<file path="config.mk">
export PLATFORM = sky130hd
export DESIGN_NAME = button_debounce_repeat
export DESIGN_NICKNAME = d
export VERILOG_FILES = /design/src/rtl/button_debounce_repeat.sv
export SDC_FILE = /design/constraint.sdc
export NUM_CORES = 1
export LEC_CHECK = 0
export BUFFER_PORTS_ARGS = -buffer_cell sky130_fd_sc_hd__buf_2
export CELL_PAD_IN_SITES_DETAIL_PLACEMENT = 2
export CELL_PAD_IN_SITES_GLOBAL_PLACEMENT = 2
export CORE_MARGIN = 10
export CORE_UTILIZATION = 30
export DETAILED_ROUTE_END_ITERATION = 16
export HOLD_SLACK_MARGIN = 0.12
export PLACE_DENSITY = 0.74
export SYNTH_ARGS = -nofsm -noshare
export SYNTH_HDL_FRONTEND = slang
export SYNTH_SLANG_ARGS = --single-unit
</file>
<file path="constraint.sdc">
create_clock -name clk -period 2.4 [get_ports clk]
set_clock_uncertainty 0.05 [all_clocks]
set_input_delay 0.36 -clock clk [delete_from_list [all_inputs] [get_ports clk]]
set_output_delay 0.36 -clock clk [all_outputs]
set_load 0.05 [all_outputs]
</file>
<file path="src/rtl/button_debounce_repeat.sv">
// Pushbutton conditioner: synchronizes a raw asynchronous button input to clk,
// debounces both edges and produces a clean level, a press strobe (plus optional
// auto-repeat strobes while held) and a release strobe. All outputs are registered.
module button_debounce_repeat #(
    parameter int unsigned SYNC_STAGES     = 2,
    parameter int unsigned DEBOUNCE_CYCLES = 500000,
    parameter int unsigned HOLD_CYCLES     = 50000000,
    parameter int unsigned REPEAT_CYCLES   = 10000000,
    parameter int unsigned CNT_W           = 27
) (
    input  logic clk,
    input  logic rst,
    input  logic btn_in,
    input  logic repeat_en,
    output logic btn_level,
    output logic btn_pulse,
    output logic btn_release
);

    // Terminal counts for the shared counter
    localparam logic [CNT_W-1:0] DEB_LAST  = CNT_W'(DEBOUNCE_CYCLES - 1);
    localparam logic [CNT_W-1:0] HOLD_LAST = CNT_W'(HOLD_CYCLES - 1);
    localparam logic [CNT_W-1:0] REP_LAST  = CNT_W'(REPEAT_CYCLES - 1);
    localparam logic [CNT_W-1:0] CNT_ONE   = CNT_W'(1);

    typedef enum logic [2:0] {
        ST_IDLE,
        ST_CHK_PRESS,
        ST_HELD,
        ST_REPEAT,
        ST_CHK_REL
    } state_e;

    logic [SYNC_STAGES-1:0] sync_q;
    logic                   s;
    state_e                 state_q;
    logic [CNT_W-1:0]       cnt_q;
    logic                   level_q;
    logic                   pulse_q;
    logic                   release_q;

    assign s = sync_q[SYNC_STAGES-1];

    // Metastability synchronizer chain for the raw button
    always_ff @(posedge clk) begin
        if (rst) begin
            sync_q <= '0;
        end else begin
            sync_q <= {sync_q[SYNC_STAGES-2:0], btn_in};
        end
    end

    // Debounce / auto-repeat state machine with registered outputs
    always_ff @(posedge clk) begin
        if (rst) begin
            state_q   <= ST_IDLE;
            cnt_q     <= '0;
            level_q   <= 1'b0;
            pulse_q   <= 1'b0;
            release_q <= 1'b0;
        end else begin
            pulse_q   <= 1'b0;
            release_q <= 1'b0;
            unique case (state_q)
                ST_IDLE: begin
                    if (s) begin
                        state_q <= ST_CHK_PRESS;
                        cnt_q   <= '0;
                    end
                end
                ST_CHK_PRESS: begin
                    if (!s) begin
                        state_q <= ST_IDLE;
                    end else if (cnt_q == DEB_LAST) begin
                        state_q <= ST_HELD;
                        cnt_q   <= '0;
                        level_q <= 1'b1;
                        pulse_q <= 1'b1;
                    end else begin
                        cnt_q <= cnt_q + CNT_ONE;
                    end
                end
                ST_HELD: begin
                    if (!s) begin
                        state_q <= ST_CHK_REL;
                        cnt_q   <= '0;
                    end else if (!repeat_en) begin
                        cnt_q <= '0;
                    end else if (cnt_q == HOLD_LAST) begin
                        state_q <= ST_REPEAT;
                        cnt_q   <= '0;
                        pulse_q <= 1'b1;
                    end else begin
                        cnt_q <= cnt_q + CNT_ONE;
                    end
                end
                ST_REPEAT: begin
                    if (!s) begin
                        state_q <= ST_CHK_REL;
                        cnt_q   <= '0;
                    end else if (!repeat_en) begin
                        state_q <= ST_HELD;
                        cnt_q   <= '0;
                    end else if (cnt_q == REP_LAST) begin
                        cnt_q   <= '0;
                        pulse_q <= 1'b1;
                    end else begin
                        cnt_q <= cnt_q + CNT_ONE;
                    end
                end
                ST_CHK_REL: begin
                    // A bounce back to high restarts the hold delay without a pulse
                    if (s) begin
                        state_q <= ST_HELD;
                        cnt_q   <= '0;
                    end else if (cnt_q == DEB_LAST) begin
                        state_q   <= ST_IDLE;
                        cnt_q     <= '0;
                        level_q   <= 1'b0;
                        release_q <= 1'b1;
                    end else begin
                        cnt_q <= cnt_q + CNT_ONE;
                    end
                end
                default: begin
                    state_q <= ST_IDLE;
                    cnt_q   <= '0;
                    level_q <= 1'b0;
                end
            endcase
        end
    end

    assign btn_level   = level_q;
    assign btn_pulse   = pulse_q;
    assign btn_release = release_q;

endmodule

</file>
==> out/qor.txt, run 1 <==
Iteration-0 DRC Markers = 87
Layout cells sized above 1 = 30.7%
CTS tree = built
Post-route minimum period = 2.38 ns
Crit path arrival time = 2.52 ns
Antenna Nets Post-Route = 0
Primary FF master, synth = dfxtp_1
Remaining Overflow, GRT = 0
1st-pass router iterations = 4
Clk slew on worst S/H paths = 0.07 ns
Flop pwr share = 55.3%
Commonest non-fill, non-tap cell in the layout = buf_4
R2R cell count = 8
Syn Area/Cell = 8.02 µm²
Initial antenna violation count = 0
Total track usage = 14.6%
Clock power share = 39.0%
Number of global-route vias before repair = 2258
Final Cycle Share = 99.3%
Placed Cells = 369
Slew Limit Fails = 0
Hold WC Path Type = in2reg
Data required time of the worst path = 2.53 ns
Synth Area in Compound Gates = 19.1%
Worst vdd ir = 157 µV
Max-Cap Viols = 0
Rel. slew slack = 65.7%
Fillers = 747
CP peak stage delay = 0.54 ns
DRC Markers = 0
Per-cell routed wire length = 19.5 µm
FF-to-FF Start = cnt_q[7]
Syn nets = 257
Worst Tran Pin Value = 0.510 ns
Vias/cell = 5.63
Inserted Diodes = 0
Reg-to-reg endpoint = cnt_q[11]
Clock buffer depth = 2
Seq/Total Area, Yosys = 34.7%
Area of the core = 6460 µm²
Hold Violations, Final = 0
Pre-CTS WS = -0.0729 ns
Beginning of the critical path = cnt_q[7]
Achievable Freq = 420 MHz
Die height = 102 µm
Post-synthesis mux area share = 0%
#FFs+latches synth = 35
Crit. End Element = flip-flop
Std cell rows = 29
Largest net degree at the start of global routing = 19
Area contributors post-synth = dfxtp_1, nand2_1, nor2_1
Endpoints failing setup = 0
Int Power = 0.000800 W
CP Class = reg2reg
Htree depth = 2
Mapped Cells = 252
Slowest-stage cell, CP = or4b_4
HPWL after DPL = 5380 µm
Final Routed Wirelength = 7350 µm
Synth cell types = 55
Leakage power = 0.939 nW
Power density cells = 406 nW/µm²
Synth Area in XOR/XNOR = 4.33%
Hold_ws = 0.231 ns
Port-buffer cells = 6
Multi-input gate area = 1310 µm²
Mapped Area = 2020 µm²
Die extent in x = 102 µm
Critical path, cell by cell = or4b_4 -> or4_4 -> o31ai_4 -> buf_6 -> nand3_4 -> o21bai_4 -> buf_12 -> nor2_1
Top-level port count = 7
Area Growth Syn to Fin = 29.1%
Yosys warns = 0
Die Area = 10400 µm²
Cts bufs inserted = 5
Most frequent cells in the layout = buf_4, dfxtp_1, nand2_1, nor2_1, nand3_1
Outcome = completed
First-pass GRT wire length = 12000 µm
Area taken by flip-flops and latches = 703 µm²
EDFF count, synth = 0
Clock latency on the worst-skew pair = 0.29 ns
Top cell type's share of synthesized area = 34.7%
R2r setup slk = 0.02 ns
Net Switching = 0.000260 W
Adder-Cell Fraction of Synth Area = 0.619%
Starting Density = 31.3%
RSZ-0062 raised after global routing = yes
Crit start category = flip-flop
Worst setup slack after layout = 0.0179 ns
RD Place Congestion = 0.834
Part of the power in combinational logic = 5.7%
Leading area contributor after synthesis = dfxtp_1
Hold Path Cell Cnt = 2
Clock root buffer = clkbuf_8
Crit-path max FO = 10
Min-delay src = btn_in
Vias = 2121
Main combinational cell family by area after synthesis = simple AND/OR/NAND/NOR gates
Clk sinks = 35
Switching Share = 24.5%
Async SR Flop Fraction = 0%
End of the worst hold path = sync_q[0]
Nets = 306
Simple-Gate Fraction of Synth Area = 37.0%
Fin cells = 377
[worst max-delay path by stage]
stage | to | slack [ns]
global route | cnt_q[14] | -0.05
detailed placement | cnt_q[17] | -0.07
CTS | cnt_q[11] | 0.003
global placement | btn_level | -0.003
floorplan | cnt_q[7] | 0.04
finish | cnt_q[11] | 0.02
[power groups by stage]
stage | clock network (W) | registers, W | logic [W]
floorplan | 0 | 0.000604 | 0.0000303
global placement | 0 | 0.000600 | 0.0000576
detailed placement | 0 | 0.000600 | 0.0000595
CTS | 0.000425 | 0.000586 | 0.0000606
global route | 0.000446 | 0.000587 | 0.0000664
finish | 0.000414 | 0.000586 | 0.0000608
[logic make-up (layout without fill, tap and decap cells)]
kind of cell,after synthesis,after routing
xor+xnor,10,10
simple gates,138,138
compound gates,51,51
fa+ha+maj,1,1
buf+inv,17,65
flops,35,35
[worst max-delay path: cells and delay by family, from the launching register on]
family                 cells  cell delay, ns
AND/OR/NAND/NOR            4            1.16
AO/OA/AOI/OAI              2            0.44
flip-flops                 1            0.33
buffers and inverters      2            0.31
[flip-flops by register name, summed over array words and instances (netlist names)]
register / cells
btn_level: 1
btn_pulse: 1
btn_release: 1
cnt_q: 27
state_q: 3
sync_q: 2
[synth_stat cells (all sizes together) (2+ instances only)]
cell type  instances
a211oi             2
a21oi             13
a31oi             12
a41oi              2
and2               2
and3               3
buf                4
clkbuf             8
dfxtp             35
inv                5
nand2             29
nand2b             5
nand3             19
nand3b             3
nand4             11
nor2              26
nor2b              4
nor3               9
nor4              10
o211ai             2
o21ai             10
o31ai              3
or2                2
or3                3
or3b               2
or4                4
or4b               2
xnor2              3
xor2               7
[layout make-up]
cell class | count | area share [%]
Tap cell | 77 | 3.69
Clock buffer | 6 | 2.78
Sequential cell | 35 | 26.9
Inverter | 5 | 0.719
Timing Repair Buffer | 54 | 15.9
Multi-Input combinational cell | 200 | 50.0
[metal layers]
metal | GRT usage (%) | up-vias | routed length (µm)
met3 | 2.70 | 12 | 129
met1 | 18.3 | 1056 | 3400
met4 | 3.90 | 0 | 131
li1 | - | 1024 | -
met2 | 24.9 | 29 | 3700
met5 | 0 | - | 0
[through the flow]
step	instance area, µm²	util, %	setup TNS [ns]	total power, W
floorplan	2030	-	0	0.000634
global route	2610	40.4	-0.455	0.00110
finish	2610	40.4	0	0.00106
CTS	2540	39.4	0	0.00107
global placement	2450	37.9	-0.00278	0.000657
detailed placement	2450	37.9	-0.403	0.000659
[repair_timing]
item / 4_1_cts / 5_1_grt
gates resized for setup: 5 / 14
hold buffers: 0 / 0
setup endpoints to repair: 21 / 25
setup buffers: 0 / 2
gates cloned: 0 / 0
pin swaps: 0 / 5
No activity file was read; power rests on OpenSTA's default activity.
==> run 2, diff against run 1 <==
RECOVER_POWER = 25   (was default)
==> run 2 against run 1 <==
  * Fmax hardly changed
  * Largest cell class unchanged
  * Wire length about the same
  * Sequential power is essentially flat
  * Design area down 0.29%
  * Critical path depth unchanged
  * Via count unchanged
==> out/qor.txt, run 2 (synthesis results as in run 1) <==
1st-pass router iterations = 4 (unchanged)
Die height = 102 µm (unchanged)
Area post-placement = 2450 µm² (unchanged)
Area of the core = 6460 µm² (unchanged)
R2R cell count = 8 (unchanged)
Antenna Nets Post-Route = 0 (unchanged)
Crit start category = flip-flop
Worst Tran Pin Value = 0.601 ns (+0.0908 ns)
Post-route minimum period = 2.38 ns (-0.000152 ns)
Max-Cap Viols = 0 (unchanged)
CTS Hold Bufs = 0 (unchanged)
Achievable Freq = 420 MHz (about the same)
Beginning of the critical path = cnt_q[7]
Reg-to-reg endpoint = cnt_q[11]
Vias = 2121 (unchanged)
Commonest non-fill, non-tap cell in the layout = buf_4
Std cell rows = 29 (unchanged)
Total track usage = 14.6% (unchanged)
Multi-input gate area = 1300 µm² (-0.29%)
DRC Markers = 0 (unchanged)
Die extent in x = 102 µm (unchanged)
Die Area = 10400 µm² (unchanged)
Final Routed Wirelength = 7350 µm (about the same)
Worst vdd ir = 157 µV (unchanged)
Largest register FFs = 27 (unchanged)
Leakage power = 0.925 nW (-1.6%)
Clock latency on the worst-skew pair = 0.29 ns (about the same)
Data required time of the worst path = 2.53 ns (about the same)
Crit-path max FO = 10 (unchanged)
Slowest-stage cell, CP = or4b_4
Slew Limit Fails = 0 (unchanged)
Largest registers = cnt_q (27), state_q (3), sync_q (2)
Worst setup slack after layout = 0.0180 ns (+0.000152 ns)
Per-cell routed wire length = 19.5 µm (about the same)
Final instance area = 2600 µm² (-0.29%)
RSZ-0062 raised after global routing = yes
Largest delay share family, worst path = simple AND/OR/NAND/NOR gates
Vias/cell = 5.63 (unchanged)
Port-buffer cells = 6 (unchanged)
Critical path, cell by cell = or4b_4 -> or4_4 -> o31ai_4 -> buf_6 -> nand3_4 -> o21bai_4 -> buf_12 -> nor2_1
Pre-CTS WS = -0.0729 ns (unchanged)
CP Class = reg2reg
Starting Density = 31.3% (unchanged)
Remaining Overflow, GRT = 0 (unchanged)
HPWL after DPL = 5380 µm (unchanged)
Endpoints failing setup = 0 (unchanged)
Crit. End Element = flip-flop
Met2 routed WL = 3700 µm (about the same)
Critical path depth = 8 (unchanged)
Power density cells = 407 nW/µm² (+0.26%)
Number of global-route vias before repair = 2258 (unchanged)
Most frequent cells in the layout = buf_4, dfxtp_1, nand2_1, nor2_1, nand3_1
Top-level port count = 7 (unchanged)
RD Place Congestion = 0.834 (unchanged)
Iteration-0 DRC Markers = 87 (unchanged)
Initial antenna violation count = 0 (unchanged)
Routed metal-1 wire length = 3390 µm (-0.12%)
Largest net degree at the start of global routing = 19 (unchanged)
Final Cycle Share = 99.2% (about the same)
Area Growth Syn to Fin = 28.8%
Layout cells sized above 1 = 29.3% (-1.3 points)
First-pass GRT wire length = 12000 µm (unchanged)
Inserted Diodes = 0 (unchanged)
Clock buffer depth = 2 (unchanged)
Met3 routed WL = 129 µm (unchanged)
CTS tree = built
Rel. slew slack = 60.1% (-5.6 points)
Crit path buf inv count = 2 (unchanged)
Area taken by flip-flops and latches = 703 µm² (unchanged)
Max Used Layer = met4
Clk sinks = 35 (unchanged)
Cts bufs inserted = 5 (unchanged)
Hold WC Path Type = in2reg
Outcome = completed
Htree depth = 2 (unchanged)
Clock root buffer = clkbuf_8
Largest Register = cnt_q
Fillers = 748 (+0.13%)
Hold Violations, Final = 0 (unchanged)
Nets = 306 (unchanged)
Clk slew on worst S/H paths = 0.07 ns (about the same)
R2r setup slk = 0.02 ns (about the same)
CP peak stage delay = 0.54 ns (about the same)
Crit path capture = cnt_q[11]
Total Negative Setup Slacks = 0 ns (unchanged)
FF-to-FF Start = cnt_q[7]
Crit path arrival time = 2.52 ns (about the same)
==> run 2: worst min-delay path by stage <==
stage	startpoint	to	depth (start not counted)
2_1_floorplan	sync_q[0]	sync_q[1]	1
6_report	btn_in	sync_q[0]	2
4_1_cts	btn_in	sync_q[0]	2
3_3_place_gp	sync_q[0]	sync_q[1]	1
3_5_place_dp	sync_q[0]	sync_q[1]	1
5_1_grt	btn_in	sync_q[0]	2
==> run 2: stage by stage <==
step	instances	hold WS (ns)	total power [W]	util, %
after floorplan	252	0.364	0.000634	-
after detailed placement	369	0.384	0.000659	37.9
after global placement	369	0.387	0.000657	37.9
final	377	0.231	0.00106	40.3
after global routing	377	0.266	0.00110	40.3
after CTS	375	0.232	0.00107	39.4
==> run 2: power by group <==
part,leakage (nW),switching (W),total [W],internal (W)
Sequential,0.283,0.00000238,0.000586,0.000584
Combinational,0.604,0.0000381,0.0000604,0.0000223
Clock,0.0371,0.000220,0.000414,0.000194
Total,0.925,0.000260,0.00106,0.000800
==> run 2: final cells by class <==
cell class / count / share of cell area, %
tap: 77 / 3.70
clock buffer: 6 / 2.79
sequential: 35 / 27.0
timing repair buffer: 54 / 15.8
inverter: 5 / 0.721
multi-input combinational: 200 / 50.0
==> run 2: routing by layer <==
layer  global-route usage [%]  vias up
li1                         -     1024
met1                     18.3     1056
met2                     24.9       29
met3                     2.70       12
met4                     3.90        0
met5                        0        -
==> run 2: what timing repair did <==
item | 4_1_cts | 5_1_grt
buffers inserted | 0 | 2
pin swaps | 0 | 5
setup endpoints to repair | 21 | 25
resized for setup | 5 | 14
